==> config.mk <==
export PLATFORM = sky130hd
export DESIGN_NAME = bne_branch_resolver
export DESIGN_NICKNAME = d
export VERILOG_FILES = /design/src/rtl/alu_pkg.sv /design/src/rtl/bne_branch_resolver_pc_adder.sv /design/src/rtl/bne_branch_resolver.sv
export SDC_FILE = /design/constraint.sdc
export NUM_CORES = 1
export LEC_CHECK = 0
export ABC_AREA = 1
export CELL_PAD_IN_SITES_DETAIL_PLACEMENT = 1
export CELL_PAD_IN_SITES_GLOBAL_PLACEMENT = 1
export CORE_UTILIZATION = 30
export CTS_BUF_LIST = sky130_fd_sc_hd__clkbuf_4 sky130_fd_sc_hd__clkbuf_8
export DETAILED_ROUTE_END_ITERATION = 6
export PLACE_DENSITY_LB_ADDON = 0.3
export SYNTH_ARGS = -nofsm -noshare
export SYNTH_HDL_FRONTEND = slang
export SYNTH_HIERARCHICAL = 1
export SYNTH_SLANG_ARGS = --single-unit
==> constraint.sdc <==
create_clock -name clk -period 2.2 [get_ports clk]
set_clock_uncertainty 0.15 [all_clocks]
set_input_delay 0.44 -clock clk [delete_from_list [all_inputs] [get_ports clk]]
set_output_delay 0.44 -clock clk [all_outputs]
set_load 0.03 [all_outputs]
==> src/rtl/alu_pkg.sv <==
// Shared constants and state encoding for the BNE flag path.
package alu_pkg;

    localparam int unsigned WORD_W = 16;
    localparam int unsigned FCNT_W = 4;

    typedef enum logic [1:0] {
        IDLE    = 2'd0,
        RESOLVE = 2'd1,
        FLUSH   = 2'd2
    } state_e;

endpackage

==> src/rtl/bne_branch_resolver_pc_adder.sv <==
// Wrapping next-PC adder: base + 1 + offset, modulo 2^WORD_W.
module pc_adder
    import alu_pkg::*;
(
    input  logic [WORD_W-1:0] base,
    input  logic [WORD_W-1:0] offset,
    output logic [WORD_W-1:0] sum
);

    assign sum = base + WORD_W'(1) + offset;

endmodule

==> src/rtl/bne_branch_resolver.sv <==
// Resolves BNE branches from the ALU flag, owns the PC and drives the
// post-branch fetch/decode flush.
module bne_branch_resolver
    import alu_pkg::*;
#(
    parameter logic [WORD_W-1:0] RESET_PC     = 16'h0000,
    parameter int unsigned       FLUSH_CYCLES = 2
) (
    input  logic              clk,
    input  logic              rst_n,
    input  logic              step,
    input  logic              br_valid,
    output logic              br_ready,
    input  logic [WORD_W-1:0] flag,
    input  logic [WORD_W-1:0] offset,
    output logic [WORD_W-1:0] pc,
    output logic              flush,
    output logic              stall,
    output logic [WORD_W-1:0] taken_cnt
);

    state_e              state;
    logic                taken_q;
    logic [WORD_W-1:0]   off_q;
    logic [FCNT_W-1:0]   fcnt;
    logic [WORD_W-1:0]   add_off;
    logic [WORD_W-1:0]   next_pc;

    // One adder serves both pc+1 (offset forced to zero) and the branch target.
    assign add_off = (state == RESOLVE && taken_q) ? off_q : '0;

    pc_adder u_pc_adder (
        .base   (pc),
        .offset (add_off),
        .sum    (next_pc)
    );

    // Pure decodes of the state register, so no glitches relative to clk.
    assign stall    = (state != IDLE);
    assign flush    = (state == FLUSH);
    assign br_ready = (state == IDLE);

    always_ff @(posedge clk or negedge rst_n) begin
        if (!rst_n) begin
            state     <= IDLE;
            pc        <= RESET_PC;
            taken_cnt <= '0;
            taken_q   <= 1'b0;
            off_q     <= '0;
            fcnt      <= '0;
        end else begin
            case (state)
                IDLE: begin
                    // A branch also accounts for this slot's +1, so step is dropped.
                    if (br_valid) begin
                        taken_q <= |flag;
                        off_q   <= offset;
                        state   <= RESOLVE;
                    end else if (step) begin
                        pc <= next_pc;
                    end
                end
                RESOLVE: begin
                    pc <= next_pc;
                    if (taken_q) begin
                        if (taken_cnt != '1) begin
                            taken_cnt <= taken_cnt + WORD_W'(1);
                        end
                        if (FLUSH_CYCLES != 0) begin
                            fcnt  <= FCNT_W'(FLUSH_CYCLES - 1);
                            state <= FLUSH;
                        end else begin
                            state <= IDLE;
                        end
                    end else begin
                        state <= IDLE;
                    end
                end
                FLUSH: begin
                    if (fcnt == '0) begin
                        state <= IDLE;
                    end else begin
                        fcnt <= fcnt - FCNT_W'(1);
                    end
                end
                default: begin
                    state <= IDLE;
                end
            endcase
        end
    end

endmodule

Yosys cells after proc, flatten, opt, wreduce, memory -nomap -nowiden --
Index checks and enable logic that the tools add are counted.
Storage, ports and cells: input port bits 36, output and inout bits 35, register bits 55, word-level logic and storage cells 42
Cells by class: reduce and logical (&&, ||, !) cells 12, equality and inequality tests 9, $add $sub $neg 4, multiplexer cells 11
Operators with widths (number):
- 16-bit 2-to-1 mux | 3
- 16-bit by 1-bit adder with 16-bit output, second input constant | 2
- 16-bit one-hot mux with 2 select lines | 1
- 16-bit adder | 1
- 16-bit != test, second input constant | 1
- 16-bit OR reduction | 1
- 2-bit != test, second input constant | 5
- 3-bit AND reduction | 3
- 4-bit 2-to-1 mux | 2
- 4-bit one-hot mux with 2 select lines | 1
- 2-bit 2-to-1 mux | 3
- 2-bit one-hot mux with 3 select lines | 1
- 2-bit nonzero test | 3
- 4-bit zero test | 1
- 2-bit AND reduction | 2
- 4-bit by 1-bit subtractor with 4-bit output, second input constant | 1
- 2-bit by 1-bit == test with 1-bit output, second input constant | 1
- 2-bit == test, second input constant | 1
- 2-bit zero test | 1
- 2-bit by 1-bit != test with 1-bit output, second input constant | 1
- 1-bit logical AND | 1

Depth between registers and ports, before layout --
Gate-level depths: netlist (run 1).
depth in word-level cells 7, depth in mapped cells 19, mapped depth without buffers 18

By module --
The synthesis (run 1) kept the hierarchy.
By module, submodules not included:
- bne_branch_resolver | seq. area each 1376.3 um^2, times used 1, cells an instance 373, area an instance 2795.2 um^2
- pc_adder | seq. area each 0.0 um^2, times used 1, cells an instance 185, area an instance 948.4 um^2

Worst setup path before layout (run 1) --
No wires, ideal clock.
kind register -> register, start register state[1], end register pc[15], path buffers 2, arrival 2188 ps, required time 1927 ps, cell stages (with the launch flop) 18, clock period less this slack 2461 ps, setup time 123 ps, setup slack -261 ps, path through dfrtp_1 > inv_1 > ha_1 > nand2_1 > buf_2 > buf_1 > nor2_1 > ha_1 > nand2_1 > inv_1 > a21oi_1 > nand2_2 > nand2_1 > nand2_1 > nand2_1 > nand2_1 > nand2_1 > nand2_1
On the way: word-level cells in the longest chain between the ends 7, elaborated cells between the ends (all ways) 12, classes of those cells add/sub (1); eq/ne (3); mux (4); reduce/logical (4)
RTL lines:
- start: declaration | line bne_branch_resolver.sv:22 | state_e state;
- start signal: assignment | line bne_branch_resolver.sv:45 | state <= IDLE;
- start signal: assignment | line bne_branch_resolver.sv:58 | state <= RESOLVE;
- start signal: assignment | line bne_branch_resolver.sv:71 | state <= FLUSH;
- 2-bit by 1-bit == test with 1-bit output (*) | line bne_branch_resolver.sv:30 | assign add_off = (state == RESOLVE && taken_q) ? off_q : '0;
- 1-bit logical AND (*) | line bne_branch_resolver.sv:30
- 16-bit 2-to-1 mux (*) | line bne_branch_resolver.sv:30
- net add_off[6] | line bne_branch_resolver.sv:26 | logic [WORD_W-1:0] add_off;
- 16-bit adder (*) | line bne_branch_resolver_pc_adder.sv:10 | assign sum = base + WORD_W'(1) + offset;
- net next_pc[15] | line bne_branch_resolver.sv:27 | logic [WORD_W-1:0] next_pc;
- 16-bit 2-to-1 mux | line bne_branch_resolver.sv:59 | end else if (step) begin
- 16-bit 2-to-1 mux | line bne_branch_resolver.sv:55 | if (br_valid) begin
- 16-bit one-hot mux with 2 select lines (*) | line bne_branch_resolver.sv:52 | case (state)
- end signal: assignment | line bne_branch_resolver.sv:60 | pc <= next_pc;
- end signal: assignment | line bne_branch_resolver.sv:64 | pc <= next_pc;
- end: declaration | line bne_branch_resolver.sv:16 | output logic [WORD_W-1:0] pc,
Mark *: on every way through the listed nets, which the timed path passes. The rest lies on a longest branch. The select of a mux whose other input is x is not followed. A chain may end at the register's enable or synchronous reset.

Worst setup path in the final report (run 1) --
start register state[1], end register pc[8]
The elaborated chain is that of the path after synthesis.

==> summary.md, run 1 <==
| Metric | Value |
|---|---|
| Status | finished with violations |
| Failing checks | setup timing |
| # rows | 40 |
| Drt pass-1 iters | 4 |
| CTS Buf Count | 5 |
| Post-Syn Instances | 558 |
| Fmax | 431 MHz |
| Final min period | 2320 ps |
| Clock tree root buffer cell | clkbuf_8 |
| Worst Path Max Fanout | 7 |
| Actual slew at the worst max-slew pin | 787 ps |
| Post-Synth XOR/XNOR Area | 0.0304 |
| Vias per Instance | 4.66 |
| Final WS setup | -119 ps |
| Compound-cell area share of the yosys netlist | 0.0775 |
| CTS max path bufs | 2 |
| Largest family of logic cells by synthesized area | simple AND/OR/NAND/NOR gates |
| Synth top area share | 0.368 |
| RSZ-0062 raised after global routing | true |
| TritonCTS clock tree | done |
| Most frequent cell after synthesis | nand2_1 |
| Sequential share of the synthesized area | 0.368 |
| Via count | 3911 |
| Dominant cells by area after synthesis | dfrtp_1 (37%), nand2_1 (21%), inv_1 (8.4%) |
| Critical path arrival | 2440 ps |
| I/O Buffers | 70 |
| Initial Util | 0.309 |
| Post-Syn Area per Cell | 6.71 um^2 |
| Pwr per Cell Area | 1190 nW/um^2 |
| ANT nets after route | 0 |
| WHS | 375 ps |
| Top_reg_cell synth | dfrtp_1 |
| Die X-Extent | 114 um |
| Area growth from synthesis to layout | 45.2% |
| CP Class | reg2reg |
| Post-Syn Nets | 615 |
| Layout cells sized above 1 | 0.209 |
| First-pass GRT wire length | 19.7 mm |
| Core area | 12100 um^2 |
| Slowest Stage Delay on Critical Path | 410 ps |
| Final Max Tran Viols | 0 |
| Netlist cell types | 32 |
| Post-synth top cells | nand2_1 (214), inv_1 (84), dfrtp_1 (55), nor2_1 (55), o21ai_0 (40) |
| Number of top-level pins | 71 |
| Final Net Count | 727 |
| Overall die area | 12900 um^2 |
| Lkg Pwr | 0.00272 uW |
| Synthesized area | 3740 um^2 |
| Fin crit share | 1.05 |
| WL per Instance | 14.3 um |
| Yosys Warn Count | 6 |
| Startpoint types | flip-flop |
| Tot GR Track Use | 0.191 |
| Placer Congestion | 0.862 |
| EDFF count, synth | 0 |
| Hpwl dp | 8.61 mm |
| Clk slew on worst S/H paths | 110 ps |
| Gr ovfl total | 0 |
| Sink Count | 55 |
| WP data required | 2320 ps |
| Simple logic cell fraction of the synthesized area | 0.349 |
| Post-synthesis mux area share | 0 |
| Largest net degree at the start of global routing | 56 |
| Area leader, netlist | dfrtp_1 |
| Initial antenna violation count | 0 |
| Headroom to the max-slew limit | 0.473 |
| Routed WL | 12.0 mm |
| Most Frequent Cell on Critical Path | nand2_1 |
| Crit-path slowest cell | dfrtp_1 |
| Worst vdd ir | 0.000501 V |
| Die height | 114 um |
| Type of the worst min-delay path | reg2reg |
| Worst setup EP type | flip-flop |
| Vias in the first global route | 4215 |
| Crit path cell chain | inv_2 > ha_4 > nand2_8 > nor2_2 > inv_1 > ha_2 > inv_2 > fa_2 > nand2_4 > o21ai_4 > nand2_1 > nand2_1 > xor2_1 > nand2_1 > nand2_1 |
| Async S/R FF share, synth | 1.00 |
| Final hold vios | 0 |
| DR DRC count | 0 |
| Final setup violation count | 11 |
| Synthesized flop and latch total | 55 |
| Maximum Capacitance Violations | 0 |
| Clk Latency, worst-skew pair | 330 ps |
| H-tree levels | 2 |
| Final setup TNS | -677 ps |
| Adder and majority cell fraction of the synthesized area | 0.0722 |
| Antenna Cells | 0 |
| DR iter-0 viols | 137 |
-- per-layer routing --
metal	part of all wire	GRT usage	vias to the layer above
li1	-	-	1930
met1	0.45	0.232	1918
met2	0.52	0.352	46
met3	0.016	0.0244	17
met4	0.015	0.0544	0
met5	0	0	-
-- power breakdown --
group / internal, uW / switching (uW)
clock network: 226 / 383
registers: 1360 / 304
logic: 1800 / 2390
total: 3380 / 3070
-- layout by cell type, fill, tap and decap left out, drive strengths merged --
cell type      instances
o21ai                 43
nor2                  57
dlymetal6s2s           1
buf                   47
a21boi                 1
or2                    2
dlygate4sd2            1
fa                     1
clkdlybuf4s18          1
nand4                  8
dfrtp                 55
nor3                   3
xnor2                  3
a21oi                 10
nand2                219
clkdlybuf4s50         64
xor2                  10
inv                   87
o22ai                  1
dlygate4sd3            1
clkbuf                 6
ha                    20
clkinv                 2
nand3b                 2
nand3                 26
-- sequential cells by signal (all words and copies together), names as in the netlist --
name	count
off_q	16
pc	16
state	2
taken_cnt	16
taken_q	1
fcnt	4
-- timing repair --
item,CTS,global route
pin swaps,31,6
hold endpoints to repair,55,0
buffers inserted,8,1
resized for setup,67,26
cloned,0,0
endpoints found under the setup margin,20,19
hold buffers,1,0
-- critical path: cells and delay by family (launching register included) --
family,cells,cell delay [ps]
compound gates,1,210
xor+xnor,1,160
fa+ha+maj,3,570
buf+inv,3,200
flops,1,410
simple gates,7,560
-- layout make-up --
| class | instances | area, um^2 |
|---|---|---|
| Inverter | 86 | 323 |
| Sequential cell | 55 | 1380 |
| Tap cell | 168 | 210 |
| Clock buffer | 5 | 68.8 |
| Fill cell | 1550 | 6680 |
| Timing Repair Buffer | 116 | 1090 |
| Clock inverter | 3 | 18.8 |
| Multi-Input combinational cell | 406 | 2350 |
-- worst paths after layout --
| check | start | to | slack [ps] | cells past startpoint |
|---|---|---|---|---|
| min in group asynchronous | rst_n | taken_cnt[13] | 490 | 3 |
| worst max register to register | state[1] | pc[8] | -120 | 15 |
| worst max-delay path | state[1] | pc[8] | -120 | 15 |
| worst min register to register | fcnt[0] | fcnt[0] | 380 | 1 |
| worst min-delay path | fcnt[0] | fcnt[0] | 380 | 1 |
| max in group asynchronous | rst_n | pc[8] | 1160 | 3 |
-- cell families (layout without fill, tap and decap cells) --
kind of cell | after synthesis | count (layout)
AND/OR/NAND/NOR | 317 | 317
buffers and inverters | 97 | 210
AO/OA/AOI/OAI | 55 | 55
flip-flops | 55 | 55
adder cells (fa/ha/maj) | 21 | 21
XOR/XNOR | 13 | 13
-- through the flow --
stage	cells	total power (uW)	worst slack, ps	util	instance area, um^2
floorplan	558	3710	-15.4	-	3780
global placement	821	5030	-204	0.406	4910
detailed placement	821	5160	-285	0.406	4910
CTS	838	6270	-102	0.440	5330
global route	839	6970	-238	0.449	5430
finish	839	6450	-119	0.449	5430
No activity file was read; power rests on OpenSTA's default activity.
==> inputs of run 2 (changes only) <==
Settings changed: CORE_ASPECT_RATIO set to 0.9, CTS_CLUSTER_SIZE set to 8, SETUP_SLACK_MARGIN set to 0.5.
==> summary.md, run 2 (same netlist as run 1, synthesis figures left out) <==
| Metric | Value |
|---|---|
| Status | finished with violations |
| Failing checks | setup timing |
| Layout cells sized above 1 | 0.352 |
| Die height | 108 um |
| Startpoint types | flip-flop |
| Post-layout util | 0.482 |
| First-pass GRT wire length | 18.8 mm |
| Clock tree root buffer cell | clkbuf_8 |
| RSZ-0062 raised after global routing | true |
| Final hold vios | 0 |
| ANT nets after route | 0 |
| Area growth from synthesis to layout | 56.0% |
| Placer Congestion | 0.839 |
| Initial antenna violation count | 0 |
| Worst vdd ir | 0.000536 V |
| DR iter-0 viols | 107 |
| WL per Instance | 15.2 um |
| Worst Path Max Fanout | 7 |
| Routed WL | 12.7 mm |
| CTS Buf Count | 5 |
| Antenna Cells | 0 |
| Final setup violation count | 10 |
| Critical path arrival | 2410 ps |
| Maximum Capacitance Violations | 0 |
| Clk slew on worst S/H paths | 110 ps |
| Placed cell area | 4860 um^2 |
| Final Net Count | 733 |
| Core area | 12100 um^2 |
| Clk Latency, worst-skew pair | 330 ps |
| WP data required | 2280 ps |
| Gr ovfl total | 0 |
| Vias per Instance | 4.71 |
| Pwr per Cell Area | 1230 nW/um^2 |
| Fmax | 430 MHz |
| I/O Buffers | 70 |
| Actual slew at the worst max-slew pin | 356 ps |
| Largest net degree at the start of global routing | 56 |
| Via count | 3944 |
| Lkg Pwr | 0.00286 uW |
| Most common cell after layout, fill and taps aside | nand2_1 |
| CTS max path bufs | 2 |
| Die X-Extent | 120 um |
| Final WS setup | -128 ps |
| Headroom to the max-slew limit | 0.762 |
| Most frequent cells in the layout | nand2_1 (170), inv_1 (74), dfrtp_1 (44) |
| Drt pass-1 iters | 4 |
| Vias in the first global route | 3937 |
| Hpwl dp | 8.18 mm |
| Sink Count | 55 |
| Type of the worst min-delay path | reg2reg |
| Number of top-level pins | 71 |
| Tot GR Track Use | 0.183 |
| Overall die area | 12900 um^2 |
| Top flop regs | off_q x16, pc x16, taken_cnt x16 |
| # rows | 38 |
| Initial Util | 0.309 |
| Worst setup EP type | flip-flop |
| DR DRC count | 0 |
| TritonCTS clock tree | done |
| Fin area | 5840 um^2 |
| H-tree levels | 2 |
| Final Max Tran Viols | 0 |
| CP Class | reg2reg |
| Fin crit share | 1.06 |
| Final min period | 2330 ps |
[run 2: cell count changes in the layout (fill, tap and decap cells not counted), sizes merged]
cell	before	now
clkdlybuf4s50	64	34
buf	47	73
clkdlybuf4s15	0	8
clkbuf	6	8
clkinv	2	0
clkinvlp	0	2
bufinv	0	1
clkdlybuf4s18	1	2
dlygate4sd2	1	0
dlymetal6s2s	1	0
inv	87	86
nor2	57	58
[run 2: report_power, final]
group          switching, uW  internal (uW)
Clock                    392            344
Combinational           2740           2060
Sequential               303           1370
[run 2: routing by layer]
| metal | wire length (um) | vias up | GRT usage |
|---|---|---|---|
| met4 | 210 | 0 | 0.0429 |
| met5 | 0 | - | 0 |
| met2 | 6310 | 78 | 0.316 |
| met3 | 496 | 15 | 0.0332 |
| li1 | - | 1955 | - |
| met1 | 5720 | 1896 | 0.236 |
[run 2: area by class of cell]
type                            instances  area, um^2
Fill cell                            1490        6280
Sequential cell                        55        1390
Clock buffer                            5        68.8
Multi-Input combinational cell        407        2670
Inverter                               86         342
Clock inverter                          3        46.3
Timing Repair Buffer                  121        1120
Tap cell                              160         200
[run 2: path summary, 6_finish.rpt]
| path | endpoint | startpoint | cells after the start | slack [ps] |
|---|---|---|---|---|
| min reg2reg | fcnt[0] | fcnt[0] | 1 | 360 |
| max in group asynchronous | taken_cnt[7] | rst_n | 3 | 1140 |
| max | pc[15] | state[1] | 16 | -130 |
| min | fcnt[0] | fcnt[0] | 1 | 360 |
| max reg2reg | pc[15] | state[1] | 16 | -130 |
| min in group asynchronous | fcnt[0] | rst_n | 3 | 480 |
[run 2: repair_timing]
item | CTS | global route
buffers inserted | 5 | 16
gates cloned | 0 | 3
resized for setup | 178 | 156
hold buffers | 1 | 0
endpoints found under the hold margin | 55 | 0
pin swaps | 10 | 45
setup endpoints to repair | 72 | 64
[run 2: through the flow]
step	total power [uW]	TNS, ps	cells	setup WS (ps)	hold slack (ps)
6_report	7210	-684	837	-128	358
5_1_grt	7720	-2260	837	-254	379
4_1_cts	6200	-342	818	-58.3	366
3_5_place_dp	5110	-975	804	-172	329
3_3_place_gp	5000	-486	804	-103	322
2_1_floorplan	3780	-27.2	558	-15.3	-5.59
[run 2: worst max-delay path: stages, from the launching register on]
cell	delay (ps)
dfrtp_1	410
inv_2	80
ha_4	160
nand2_8	90
buf_12	170
nor2_4	120
ha_4	240
nand2_4	80
inv_4	40
a21oi_4	180
nand2_4	100
nand2_2	100
nand2_1	60
nand2_1	70
nand2_1	70
nand2_1	60
nand2_1	50
==> inputs of run 3 (changes only) <==
Settings changed: TNS_END_PERCENT set to 1.
==> summary.md, run 3 (same netlist as run 1, synthesis figures left out) <==
| Metric | Value |
|---|---|
| Largest net degree at the start of global routing | 56 |
| Psw | 2970 uW |
| Clock tree root buffer cell | clkbuf_8 |
| Final hold vios | 0 |
| Worst setup EP type | flip-flop |
| DR iter-0 viols | 73 |
| Overall die area | 12900 um^2 |
| RSZ-0062 raised after global routing | true |
| Antenna Cells | 0 |
| Via count | 3806 |
| Final Net Count | 719 |
| CP Class | reg2reg |
| HP Start | fcnt[0] |
| Pwr per Cell Area | 1170 nW/um^2 |
| # rows | 38 |
| Reg2reg path depth | 18 |
| Sink Count | 55 |
| Maximum Capacitance Violations | 0 |
| TritonCTS clock tree | done |
| WP data required | 2260 ps |
| Drt pass-1 iters | 4 |
| Clock power frac | 0.110 |
| Reg2reg end | pc[10] |
| CTS Buf Count | 5 |
| Seq pwr share | 0.260 |
| Worst vdd ir | 0.000399 V |
| Headroom to the max-slew limit | 0.767 |
| Tot GR Track Use | 0.182 |
| Pwr Total | 6290 uW |
| Clk Latency, worst-skew pair | 310 ps |
| DR DRC count | 0 |
| Die X-Extent | 120 um |
| Vias in the first global route | 3940 |
| Most frequent cells in the layout | nand2_1 (191), inv_1 (77), dfrtp_1 (49) |
| Number of top-level pins | 71 |
| Critical path arrival | 2450 ps |
| Final setup violation count | 12 |
| Failing checks | setup timing |
| Hpwl dp | 8.63 mm |
| Non-filler cells, final | 822 |
| Placer Congestion | 0.801 |
| FILL cells | 1536 |
| Gate power share | 0.630 |
| Worst Path Max Fanout | 6 |
| Worst r2r src | state[1] |
| Final Max Tran Viols | 0 |
| Reg area | 1380 um^2 |
| Initial Util | 0.309 |
| First-pass GRT wire length | 18.8 mm |
| Hold-critical path endpoint | fcnt[0] |
| Sw frac | 0.472 |
| H-tree levels | 2 |
| Internal cell power | 3330 uW |
| Status | finished with violations |
| I/O Buffers | 70 |
| Core area | 12100 um^2 |
| Routed WL | 11.6 mm |
| Most common cell after layout, fill and taps aside | nand2_1 |
| Placed instance count | 806 |
| CTS max path bufs | 2 |
| Fmax | 419 MHz |
| Die height | 108 um |
| Fin crit share | 1.09 |
| Area growth from synthesis to layout | 43.2% |
| ANT nets after route | 0 |
| Layout cells sized above 1 | 0.245 |
| Vias per Instance | 4.63 |
| Actual slew at the worst max-slew pin | 348 ps |
| Final setup TNS | -1120 ps |
| Initial antenna violation count | 0 |
| Lkg Pwr | 0.00271 uW |
| Top flop regs | off_q x16, pc x16, taken_cnt x16 |
| Gr ovfl total | 0 |
| Final WS setup | -187 ps |
| WL per Instance | 14.1 um |
| Final min period | 2390 ps |
| Multi-input logic area | 2280 um^2 |
| Startpoint types | flip-flop |
| Type of the worst min-delay path | reg2reg |
| Clk slew on worst S/H paths | 100 ps |
| Worst reg-to-reg setup slack | -190 ps |
| Cell depth of the worst hold path | 1 |
-- run 3: cell count changes in the layout (fill, tap and decap cells not counted), moves of 5 or more --
cell	change
nand2_4	-8
ha_4	-10
dfrtp_1	+5
clkdlybuf4s15_2	+18
nor2_4	-12
nor2_1	+10
nand2_2	-12
buf_2	-20
dfrtp_2	-5
nand2_1	+21
ha_1	+9
o21ai_0	-5
o21ai_1	+6
-- run 3: power by group through the flow --
stage          Combinational (uW)  Clock, uW  Sequential (uW)
3_5_place_dp                 3430          0             1630
2_1_floorplan                1850          0             1850
3_3_place_gp                 3330          0             1620
5_1_grt                      4390        753             1680
4_1_cts                      3540        722             1630
6_report                     3960        694             1640
-- run 3: worst max-delay path, cell delays in order, from the launching register on --
cell     delay [ps]
dfrtp_1         390
inv_2            70
ha_4            170
nand2_4          90
nor2_2           40
inv_1            50
ha_2            160
inv_2            40
fa_2            400
nand2_2         120
nand3_2          80
nand3_2          90
nand2_4          80
nand2_4          80
nand2_2          50
nand2_2          60
nand2_2          60
nand2_2          70
nand2_2          40
-- run 3: worst max path at each step --
stage          depth (start not counted)  slack, ps  endpoint     start
3_3_place_gp                          17       -220    pc[10]  state[0]
3_5_place_dp                          17       -290    pc[10]  state[0]
6_report                              18       -190    pc[10]  state[1]
5_1_grt                               18       -340    pc[14]  state[1]
4_1_cts                               17       -110    pc[10]  state[0]
2_1_floorplan                         19        -50    pc[14]  state[1]
-- run 3: routing by layer --
layer  global-route usage  share of wire
met1                0.232           0.45
met2                0.320           0.50
met5                    0              0
met4               0.0464          0.013
met3               0.0306          0.040
-- run 3: per-stage QoR --
step | setup slack (ps) | instance area [um^2] | hold WS, ps | util
floorplan | -53.4 | 3760 | -5.59 | -
global placement | -216 | 4820 | 315 | 0.397
detailed placement | -287 | 4820 | 319 | 0.397
CTS | -113 | 5070 | 360 | 0.418
global route | -340 | 5360 | 379 | 0.442
finish | -187 | 5360 | 354 | 0.442
-- run 3: timing repair --
item | CTS | global route
hold buffers | 1 | 0
pin swaps | 7 | 34
resized for setup | 133 | 80
endpoints found under the setup margin | 84 | 74
setup buffers | 3 | 5
hold endpoints to repair | 55 | 0
-- run 3: layout make-up --
type | count | share of cell area
multi-input cells | 406 | 0.426
inverters | 86 | 0.0621
flip-flops and latches | 55 | 0.258
repair buffers | 108 | 0.197
clock inverters | 1 | 0.00560
clock buffers | 6 | 0.0142
well taps | 160 | 0.0373
